$ cat config.mk
export PLATFORM = sky130hd
export DESIGN_NAME = serial_sub_flat
export DESIGN_NICKNAME = d
export VERILOG_FILES = /design/src/rtl/serial_sub_if.sv /design/src/rtl/serial_sub.sv /design/src/flat_wrapper.sv
export SDC_FILE = /design/constraint.sdc
export NUM_CORES = 1
export LEC_CHECK = 0
export CORE_MARGIN = 5
export CORE_UTILIZATION = 38
export CTS_BUF_LIST = sky130_fd_sc_hd__clkbuf_16
export CTS_CLUSTER_SIZE = 12
export DETAILED_ROUTE_END_ITERATION = 8
export GPL_ROUTABILITY_DRIVEN = 0
export GPL_TIMING_DRIVEN = 0
export PLACE_DENSITY = 0.65
export SKIP_CTS_REPAIR_TIMING = 1
export SLEW_MARGIN = 20
export SYNTH_ARGS = -nofsm -noshare
export SYNTH_HDL_FRONTEND = slang
export SYNTH_SLANG_ARGS = --single-unit
$ cat constraint.sdc
create_clock -name clk -period 3 [get_ports clk]
set_input_delay 0.45 -clock clk [delete_from_list [all_inputs] [get_ports clk]]
set_output_delay 0.45 -clock clk [all_outputs]
set_load 0.005 [all_outputs]
$ cat src/rtl/serial_sub_if.sv
// rtl/serial_sub_if.sv - operand/result bundle for the serial subtractor
interface serial_sub_if #(
  parameter int W = 16
);
  logic         start;
  logic [W-1:0] a;
  logic [W-1:0] b;
  logic         bin;
  logic         busy;
  logic         done;
  logic [W-1:0] d;
  logic         bout;
  logic         ovf;

  modport master (
    output start, a, b, bin,
    input  busy, done, d, bout, ovf
  );

  modport slave (
    input  start, a, b, bin,
    output busy, done, d, bout, ovf
  );
endinterface

$ cat src/rtl/serial_sub.sv
// rtl/serial_sub.sv - digit-serial subtractor D = A - B - Bin with registered borrow chain
module serial_sub #(
  parameter int W  = 16,
  parameter int DW = 4
) (
  input  logic       clk,
  input  logic       rst,
  serial_sub_if.slave bus
);
  localparam int NDIG = W / DW;
  localparam int CW   = (NDIG > 1) ? $clog2(NDIG) : 1;
  localparam logic [CW-1:0] LAST = CW'(NDIG - 1);

  localparam logic [0:0] IDLE = 1'b0;
  localparam logic [0:0] RUN  = 1'b1;

  logic [0:0]    state;
  logic [CW-1:0] cnt;
  logic [W-1:0]  op_a;
  logic [W-1:0]  op_b;
  logic [W-1:0]  acc;
  logic          borrow;
  logic          a_msb;
  logic          b_msb;

  logic [DW:0]   diff;
  logic [W-1:0]  d_full;
  logic          ovf_next;

  // Operands shift right so the digit under work is always in the low DW bits.
  always_comb begin
    diff     = {1'b0, op_a[DW-1:0]} - {1'b0, op_b[DW-1:0]} - {{DW{1'b0}}, borrow};
    d_full   = acc;
    d_full[W-1 -: DW] = diff[DW-1:0];
    ovf_next = (a_msb != b_msb) && (d_full[W-1] != a_msb);
  end

  assign bus.busy = (state == RUN);

  always_ff @(posedge clk or posedge rst) begin
    if (rst) begin
      state    <= IDLE;
      cnt      <= '0;
      op_a     <= '0;
      op_b     <= '0;
      acc      <= '0;
      borrow   <= 1'b0;
      a_msb    <= 1'b0;
      b_msb    <= 1'b0;
      bus.done <= 1'b0;
      bus.d    <= '0;
      bus.bout <= 1'b0;
      bus.ovf  <= 1'b0;
    end else begin
      bus.done <= 1'b0;
      case (state)
        IDLE: begin
          if (bus.start) begin
            state  <= RUN;
            cnt    <= '0;
            op_a   <= bus.a;
            op_b   <= bus.b;
            borrow <= bus.bin;
            a_msb  <= bus.a[W-1];
            b_msb  <= bus.b[W-1];
            acc    <= '0;
          end
        end
        RUN: begin
          for (int i = 0; i < NDIG; i++) begin
            if (cnt == CW'(i)) acc[i*DW +: DW] <= diff[DW-1:0];
          end
          op_a   <= op_a >> DW;
          op_b   <= op_b >> DW;
          borrow <= diff[DW];
          cnt    <= cnt + 1'b1;
          if (cnt == LAST) begin
            state    <= IDLE;
            bus.d    <= d_full;
            bus.bout <= diff[DW];
            bus.ovf  <= ovf_next;
            bus.done <= 1'b1;
          end
        end
        default: state <= IDLE;
      endcase
    end
  end
endmodule
$ cat src/flat_wrapper.sv
// flat-port wrapper written by rule: the top's interface ports become plain ports
module serial_sub_flat 
#(
  parameter int W  = 16,
  parameter int DW = 4
)
  (clk, rst, bus_start, bus_a, bus_b, bus_bin, bus_busy, bus_done, bus_d, bus_bout, bus_ovf);
  serial_sub_if #(.W(W)) bus_i ();
  input  logic clk;
  input  logic rst;
  input wire logic [$bits(bus_i.start)-1:0] bus_start;
  input wire logic [$bits(bus_i.a)-1:0] bus_a;
  input wire logic [$bits(bus_i.b)-1:0] bus_b;
  input wire logic [$bits(bus_i.bin)-1:0] bus_bin;
  output wire logic [$bits(bus_i.busy)-1:0] bus_busy;
  output wire logic [$bits(bus_i.done)-1:0] bus_done;
  output wire logic [$bits(bus_i.d)-1:0] bus_d;
  output wire logic [$bits(bus_i.bout)-1:0] bus_bout;
  output wire logic [$bits(bus_i.ovf)-1:0] bus_ovf;
  assign bus_i.start = bus_start;
  assign bus_i.a = bus_a;
  assign bus_i.b = bus_b;
  assign bus_i.bin = bus_bin;
  assign bus_busy = bus_i.busy;
  assign bus_done = bus_i.done;
  assign bus_d = bus_i.d;
  assign bus_bout = bus_i.bout;
  assign bus_ovf = bus_i.ovf;
  serial_sub #(.W(W), .DW(DW)) u_core (.clk(clk), .rst(rst), .bus(bus_i));
endmodule
# Word-level counts from Yosys, hierarchy flattened
# Index checks and enable logic that the tools add are counted.
[totals] inputBits=36 out_inout_bits=20 reg_bits=69
[op_classes] bitwise=1 n_mux=18 n_eq_ne=9 addsub=3 n_reduce_logical=7
[op_table] cell="one-hot mux 16 bit (2 select lines)" count=2
[op_table] cell="2-to-1 mux 16 bit" count=2
[op_table] cell="one-hot mux 12 bit (2 select lines)" count=1
[op_table] cell="2-to-1 mux 12 bit" count=1
[op_table] cell="2-to-1 mux 4 bit" count=3
[op_table] cell="AND reduction 2 bit" count=5
[op_table] cell="!= test 2 bit (second input constant)" count=4
[op_table] cell="2-to-1 mux 1 bit" count=5
[op_table] cell="subtractor 4 x 4 -> 5 bit" count=1
[op_table] cell="subtractor 5 x 1 -> 5 bit" count=1
[op_table] cell="equality test 2 bit (second input constant)" count=2
[op_table] cell="one-hot mux 1 bit (2 select lines)" count=2
[op_table] cell="one-hot mux 2 bit (2 select lines)" count=1
[op_table] cell="adder 2 x 1 -> 2 bit (second input constant)" count=1
[op_table] cell="equality test 2 x 1 -> 1 bit (second input constant)" count=1
[op_table] cell="logical NOT 2 bit" count=1
[op_table] cell="2-to-1 mux 2 bit" count=1
[op_table] cell="!= test 1 bit" count=2
[op_table] cell="logical AND 1 bit" count=1
[op_table] cell="NOT 1 bit" count=1

# Depth between registers and ports, before layout
# Gate-level depths: netlist of run 1.
[depth] ltp_word=4 ltp_mapped=8 depth_no_buf=8

# Worst setup path after synthesis of run 1
# Ideal clock, no wire load.
[synth_path] kind="flip-flop to flip-flop" start="reg u_core.borrow" end="reg u_core.bus.ovf" t_required_ns=2.874 path_stages_with_launch=9 path_buffers=0 slack_ns=0.789 t_arrival_ns=2.085 setup_ns=0.126 path_cell_list="dfrtp_1 inv_1 fa_1 inv_1 ha_1 o21a_1 or3_4 and2_4 a221o_1"
[synth_between] elab_chain_cells=3
[synth_lines] element="from (decl)" line="serial_sub.sv:22" rtl="logic borrow;"
[synth_lines] element="from (signal assigned)" line="serial_sub.sv:63" rtl="borrow <= bus.bin;"
[synth_lines] element="from (signal assigned)" line="serial_sub.sv:75" rtl="borrow <= diff[DW];"
[synth_lines] element="subtractor 5 x 1 -> 5 bit" line="serial_sub.sv:32" rtl="diff = {1'b0, op_a[DW-1:0]} - {1'b0, op_b[DW-1:0]} - {{DW{1'b0}}, borrow};"
[synth_lines] element="!= test 1 bit" line="serial_sub.sv:35" rtl="ovf_next = (a_msb != b_msb) && (d_full[W-1] != a_msb);"
[synth_lines] element="logical AND 1 bit" line="serial_sub.sv:35"
[synth_lines] element="to (signal assigned)" line="serial_sub.sv:81" rtl="bus.ovf <= ovf_next;"
[synth_lines] element="to (decl)" line="serial_sub_if.sv:22" rtl="output busy, done, d, bout, ovf"
# No other way between the ends.
# A chain may end at the register's enable or synchronous reset.

# Worst setup path after layout of run 1
# Same ends and word-level chain as after synthesis.

==> impl_metrics.py, run 1 <==
metrics = {
    "power_and_ir_drop": {
        "switching_share_pct": 34.9,
        "power.density_nw_per_um2": 1010,
        "leakage_nw": 1.90,
        "p_comb_share_pct": 40.4,
        "p_switching_w": 0.00143,
        "power_frac_clock_pct": 22.9,
        "seqPwrFrac_pct": 36.7,
        "vdd.ir_drop.worst_mv": 0.450,
        "p_int_w": 0.00267,
        "totalPowerFinal_w": 0.00410,
    },
    "routing": {
        "routed_wl_mm": 6.52,
        "drt_iter0_markers": 69,
        "ant_nets": 0,
        "vias_per_cell": 4.84,
        "drc_errors": 0,
        "wl_per_cell_microns": 14.7,
        "num_vias": 2150,
        "dr.pass1.iters": 4,
    },
    "clock_tree": {
        "clockRootBuffer": "clkbuf_16",
        "cts_buffers": 9,
        "cts_tree": "done",
        "clockBufferDepth": 2,
        "htreeDepth": 3,
        "clkLatencyLatePin_ns": 0.33,
        "cts_sinks": 69,
        "clkSlewWorstSetupHoldPaths_ns": 0.06,
    },
    "logic_synthesis": {
        "synth_top_area_cell": "dfrtp_1",
        "synth-edff-count": 0,
        "async_flop_share_pct": 100,
        "synth_ff_type": "dfrtp_1",
        "ys_warn_count": 0,
        "yosysUniqueCellTypes": 27,
        "syn_nets": 316,
        "synth_top_area_share_pct": 55.8,
        "avgSynthCellArea_sq_um": 11.6,
        "ys_ff_latch": 69,
        "synth.top_cells.by_area": "dfrtp_1, mux2i_1, mux2_2",
        "syn_inst": 268,
        "synth-seq-area-share_pct": 55.8,
        "netlist_area_sq_um": 3100,
    },
    "timing": {
        "relSlewSlack_pct": 64.4,
        "fmax_mhz": 435,
        "min_period_over_period_pct": 76.6,
        "min_period_ns": 2.30,
        "worstMarginPinSlew_ns": 0.535,
        "rsz0062_at_grt": "false",
        "hold_viol_final": 0,
        "fin_skew_ns": 0.00355,
        "slew_viol_final": 0,
        "final.setup.tns_ns": 0,
        "setup_violations": 0,
    },
    "layout": {
        "drive_gt1_share_pct": 12.7,
        "fillerInstances": 768,
        "fin_nets": 382,
        "syn2layout_area_growth_pct": 31.4,
        "final_util_pct": 50.3,
        "multi_input_area_sq_um": 1250,
        "seq_area_sq_um": 1730,
        "antenna_cells": 0,
        "fin_area_sq_um": 4070,
    },
    "floorplan": {
        "core_area_sq_um": 8090,
        "die-area_sq_um": 10100,
        "die_x_microns": 100,
        "start_util_pct": 38.3,
        "rows": 33,
        "ios": 56,
        "die_h_microns": 100,
    },
    "grt": {
        "grt_overflow": 0,
        "grt_max_degree": 48,
        "antenna_found_initial": 0,
        "grt_usage_pct": 14.3,
        "grt_pass1_wl_mm": 11.2,
        "grt_pass1_vias": 2318,
    },
    "critical_path": {
        "crit_start": "u_core.borrow",
        "critPathCaptureType": "flop",
        "rr_startpoint": "u_core.borrow",
        "r2r_end": "u_core.bus.ovf",
        "endpoint": "u_core.bus.ovf",
        "r2r_setup_slack_ns": 0.70,
        "crit_fanout": 5,
        "critical_path_class": "flop to flop",
        "rr_worst_depth": 8,
        "arrival_ns": 2.51,
        "start_kind": "flop",
        "crit_required_ns": 3.21,
    },
    "placed_design": {
        "placed_area_sq_um": 3800,
        "io_buffers": 54,
        "dp_hpwl_mm": 4.85,
    },
    "worst_hold_path": {
        "worstHoldPathType": "input port to asynchronous set/reset pin",
    },
    "status": {
        "outcome": "complete, no violations",
    },
    "flow_run": {
        "max_cap_violations": 0,
    },
}
-- sequential cells by signal (all words and copies together) (netlist names) --
signal / cells
u_core.a_msb: 1
u_core.acc: 12
u_core.b_msb: 1
u_core.borrow: 1
u_core.bus.bout: 1
u_core.bus.busy: 1
u_core.bus.d: 16
u_core.bus.done: 1
u_core.bus.ovf: 1
u_core.cnt: 2
u_core.op_a: 16
u_core.op_b: 16
-- stage by stage --
| step | hold WS, ns | worst slack (ns) | std cells |
|---|---|---|---|
| 2_1_floorplan | 0.446 | 0.789 | 268 |
| 3_3_place_gp | 0.458 | -0.393 | 427 |
| 3_5_place_dp | 0.468 | 0.694 | 428 |
| 4_1_cts | 0.451 | 0.693 | 444 |
| 5_1_grt | 0.479 | 0.621 | 444 |
| 6_report | 0.443 | 0.703 | 444 |
-- how the worst min path moves through the flow --
stage,from,endpoint
final,rst,u_core.op_b[9]
after global routing,rst,u_core.bus.d[0]
after CTS,rst,u_core.op_b[7]
after detailed placement,u_core.op_b[7],u_core.op_b[3]
after global placement,u_core.op_b[9],u_core.op_b[5]
after floorplan,u_core.acc[0],u_core.acc[0]
-- Yosys cell counts (2+ instances only) --
| cell type | count |
|---|---|
| mux2_2 | 16 |
| a21oi_1 | 2 |
| a32o_1 | 6 |
| o21ai_0 | 35 |
| inv_1 | 14 |
| buf_2 | 7 |
| clkbuf_1 | 7 |
| nor2_1 | 10 |
| xnor2_1 | 3 |
| ha_1 | 10 |
| mux2i_1 | 35 |
| nand2_1 | 39 |
| fa_1 | 2 |
| dfrtp_1 | 69 |
-- kinds of logic after synthesis --
group / share of synthesized area, %
AOI/OAI and AO/OA: 9.70
and+or+nand+nor: 7.43
buffers and inverters: 3.80
adders and majority gates: 5.33
muxes: 17.1
xor gates and xnor gates: 0.849
DFF: 55.8
-- worst max-delay path: stages (launching register included) --
cell,delay (ns)
dfrtp_1,0.32
inv_1,0.06
fa_1,0.55
inv_1,0.05
ha_1,0.16
o21a_1,0.19
or3_4,0.34
and2_4,0.19
a221o_1,0.31
-- routing by layer --
metal / vias up / track usage [%] / part of all wire, %
met3: 10 / 3.68 / 4.7
met2: 56 / 23.4 / 50
li1: 1051 / - / -
met4: 0 / 5.28 / 1.5
met5: - / 0 / 0
met1: 1033 / 18.3 / 44
-- layout make-up --
class | instances | share of cell area [%]
buffer | 15 | 1.60
clock inverter | 7 | 1.08
timing repair buffer | 55 | 14.0
sequential | 69 | 42.4
multi-input combinational | 170 | 30.8
inverter | 14 | 1.35
tap | 105 | 3.23
clock buffer | 9 | 5.54
-- cell usage in the layout (no fill, tap or decap) --
| cell type | n |
|---|---|
| buf_16 | 1 |
| a21oi_1 | 2 |
| ha_1 | 10 |
| a221o_1 | 1 |
| clkdlybuf4s50_1 | 54 |
| a32o_1 | 6 |
| xnor2_1 | 3 |
| clkbuf_16 | 9 |
| dfrtp_1 | 69 |
| clkinv_4 | 2 |
| o31ai_1 | 1 |
| clkinv_2 | 3 |
| clkinvlp_4 | 1 |
| nor2_1 | 10 |
| inv_1 | 14 |
| mux2_2 | 16 |
| and2_4 | 1 |
| and3_1 | 1 |
| buf_2 | 7 |
| o21ai_0 | 35 |
| fa_1 | 2 |
| inv_4 | 1 |
| or2b_1 | 1 |
| buf_1 | 1 |
| o21a_1 | 1 |
| or3_4 | 1 |
| clkbuf_1 | 7 |
| nand2b_1 | 1 |
| mux2i_1 | 35 |
| a2111oi_2 | 1 |
| a211oi_1 | 1 |
| nor2b_1 | 1 |
| nand2_1 | 39 |
| a21o_1 | 1 |
-- power groups by stage --
stage,combinational (W),sequential (W),clock [W]
final,0.00166,0.00150,0.000940
after global routing,0.00189,0.00155,0.00101
after CTS,0.00170,0.00151,0.000964
after detailed placement,0.00169,0.00153,0
after global placement,0.00164,0.00151,0
after floorplan,0.00109,0.00148,0
Note: power is estimated with default switching activity, not from simulation.
==> run 2: changes to the inputs <==
==> constraint.sdc (replaced) <==
create_clock -name clk -period 2.3 [get_ports clk]
set_input_delay 0.345 -clock clk [delete_from_list [all_inputs] [get_ports clk]]
set_output_delay 0.345 -clock clk [all_outputs]
set_load 0.005 [all_outputs]
==> impl_metrics.py, run 2 (synthesis gave the netlist of run 1 again) <==
metrics = {
    "routing": {
        "drc_errors": 0,
        "ant_nets": 0,
        "dr.pass1.iters": 4,
        "vias_per_cell": 4.87,
        "num_vias": 2167,
        "wl_per_cell_microns": 14.8,
        "drt_iter0_markers": 72,
        "routed_wl_mm": 6.59,
    },
    "clock_tree": {
        "cts_sinks": 69,
        "htreeDepth": 3,
        "cts_buffers": 9,
        "clkLatencyLatePin_ns": 0.33,
        "clockRootBuffer": "clkbuf_16",
        "cts_tree": "done",
        "clockBufferDepth": 2,
        "clkSlewWorstSetupHoldPaths_ns": 0.06,
    },
    "layout": {
        "syn2layout_area_growth_pct": 31.7,
        "top_regs": "u_core.bus.d (16), u_core.op_a (16), u_core.op_b (16)",
        "mostFrequentLayoutCells": "dfrtp_1, clkdlybuf4s50_1, nand2_1",
        "fillerInstances": 766,
        "antenna_cells": 0,
        "final_cells": 445,
        "fin_area_sq_um": 4080,
        "layout_commonest_cell": "dfrtp_1",
        "drive_gt1_share_pct": 13.5,
        "seq_area_sq_um": 1730,
        "multi_input_area_sq_um": 1250,
        "fin_nets": 383,
    },
    "power_and_ir_drop": {
        "vdd.ir_drop.worst_mv": 0.592,
        "leakage_nw": 1.90,
        "p_switching_w": 0.00188,
        "seqPwrFrac_pct": 36.5,
        "power_frac_clock_pct": 22.8,
        "power.density_nw_per_um2": 1320,
        "totalPowerFinal_w": 0.00537,
        "p_int_w": 0.00349,
        "switching_share_pct": 35.0,
        "p_comb_share_pct": 40.7,
    },
    "timing": {
        "relSlewSlack_pct": 64.3,
        "setup_violations": 0,
        "rsz0062_at_grt": "true",
        "fmax_mhz": 439,
        "min_period_over_period_pct": 99.1,
        "min_period_ns": 2.28,
        "hold_viol_final": 0,
        "slew_viol_final": 0,
        "fin_skew_ns": 0.00333,
        "worstMarginPinSlew_ns": 0.535,
        "timing.final.ws_setup_ns": 0.0214,
        "timing.hold.ws_ns": 0.337,
    },
    "critical_path": {
        "worstPathCellList": "inv_2 > fa_1 > inv_1 > ha_2 > o21a_1 > or3_4 > and2_4 > a221o_1",
        "start_kind": "flop",
        "slowest_delay_ns": 0.55,
        "arrival_ns": 2.49,
        "critical_path_class": "flop to flop",
        "slowest_stage": "fa_1",
        "crit_fanout": 5,
        "crit_required_ns": 2.51,
        "critPathCaptureType": "flop",
    },
    "placed_design": {
        "dp_hpwl_mm": 4.85,
        "dp_slack_ns": -0.00644,
        "placed_area_sq_um": 3800,
        "place_inst": 428,
        "io_buffers": 54,
    },
    "floorplan": {
        "start_util_pct": 38.3,
        "core_area_sq_um": 8090,
        "die_x_microns": 100,
        "rows": 33,
        "die-area_sq_um": 10100,
        "ios": 56,
        "die_h_microns": 100,
    },
    "grt": {
        "grt_max_degree": 48,
        "grt_usage_pct": 14.3,
        "antenna_found_initial": 0,
        "grt_pass1_wl_mm": 11.2,
        "grt_pass1_vias": 2318,
        "grt_overflow": 0,
    },
    "flow_run": {
        "max_cap_violations": 0,
    },
    "status": {
        "outcome": "complete, no violations",
    },
    "worst_hold_path": {
        "worstHoldPathType": "input port to asynchronous set/reset pin",
    },
}
==> run 2: cell types whose count changed in the layout (fill, tap and decap cells not counted) <==
cell	before	now
ha_2	0	1
buf_4	0	1
ha_1	10	9
inv_2	0	1
inv_1	14	13
==> run 2: per-layer routing <==
layer	GRT usage, %	vias to the layer above	routed length [microns]
li1	-	1058	-
met1	18.3	1053	2900
met2	23.4	46	3300
met3	3.68	10	297
met4	5.28	0	104
met5	0	-	0
==> run 2: power by group through the flow <==
| stage | clock, W | combinational [W] | sequential [W] |
|---|---|---|---|
| floorplan | 0 | 0.00142 | 0.00193 |
| global placement | 0 | 0.00214 | 0.00197 |
| detailed placement | 0 | 0.00221 | 0.00199 |
| CTS | 0.00126 | 0.00222 | 0.00197 |
| global route | 0.00132 | 0.00248 | 0.00203 |
| finish | 0.00123 | 0.00218 | 0.00196 |
==> run 2: cell type report <==
| class | instances | area share (%) |
|---|---|---|
| clock inverters | 7 | 1.07 |
| flip-flops and latches | 69 | 42.3 |
| repair buffers | 56 | 14.1 |
| clock buffers | 9 | 5.52 |
| plain buffers | 15 | 1.60 |
| inverters | 14 | 1.35 |
| multi-input cells | 170 | 30.8 |
| well taps | 105 | 3.22 |
==> run 2: critical path: cells and delay by family (launching register included) <==
kind	cells	cell delay (ns)
buffers and inverters	2	0.09
and+or+nand+nor	2	0.53
DFF	1	0.34
adders and majority gates	2	0.70
AOI/OAI and AO/OA	2	0.50
==> run 2: metrics by stage <==
step                TNS [ns]  utilization [%]
floorplan                  0                -
global placement      -67.89             46.6
detailed placement  -0.00644             46.9
CTS                 -0.00742             50.3
global route         -0.0506             50.4
finish                     0             50.4
==> run 2: path summary, 6_finish.rpt <==
path                             startpoint                to  slack [ns]  cells past startpoint
max                           u_core.borrow    u_core.bus.ovf        0.02                      8
min                                     rst    u_core.op_b[9]        0.34                      2
max reg2reg                   u_core.borrow    u_core.bus.ovf        0.02                      8
min reg2reg                u_core.bus.d[12]  u_core.bus.d[12]        0.48                      2
max in group asynchronous               rst    u_core.op_a[3]        1.44                      3
min in group clk           u_core.bus.d[12]  u_core.bus.d[12]        0.48                      2
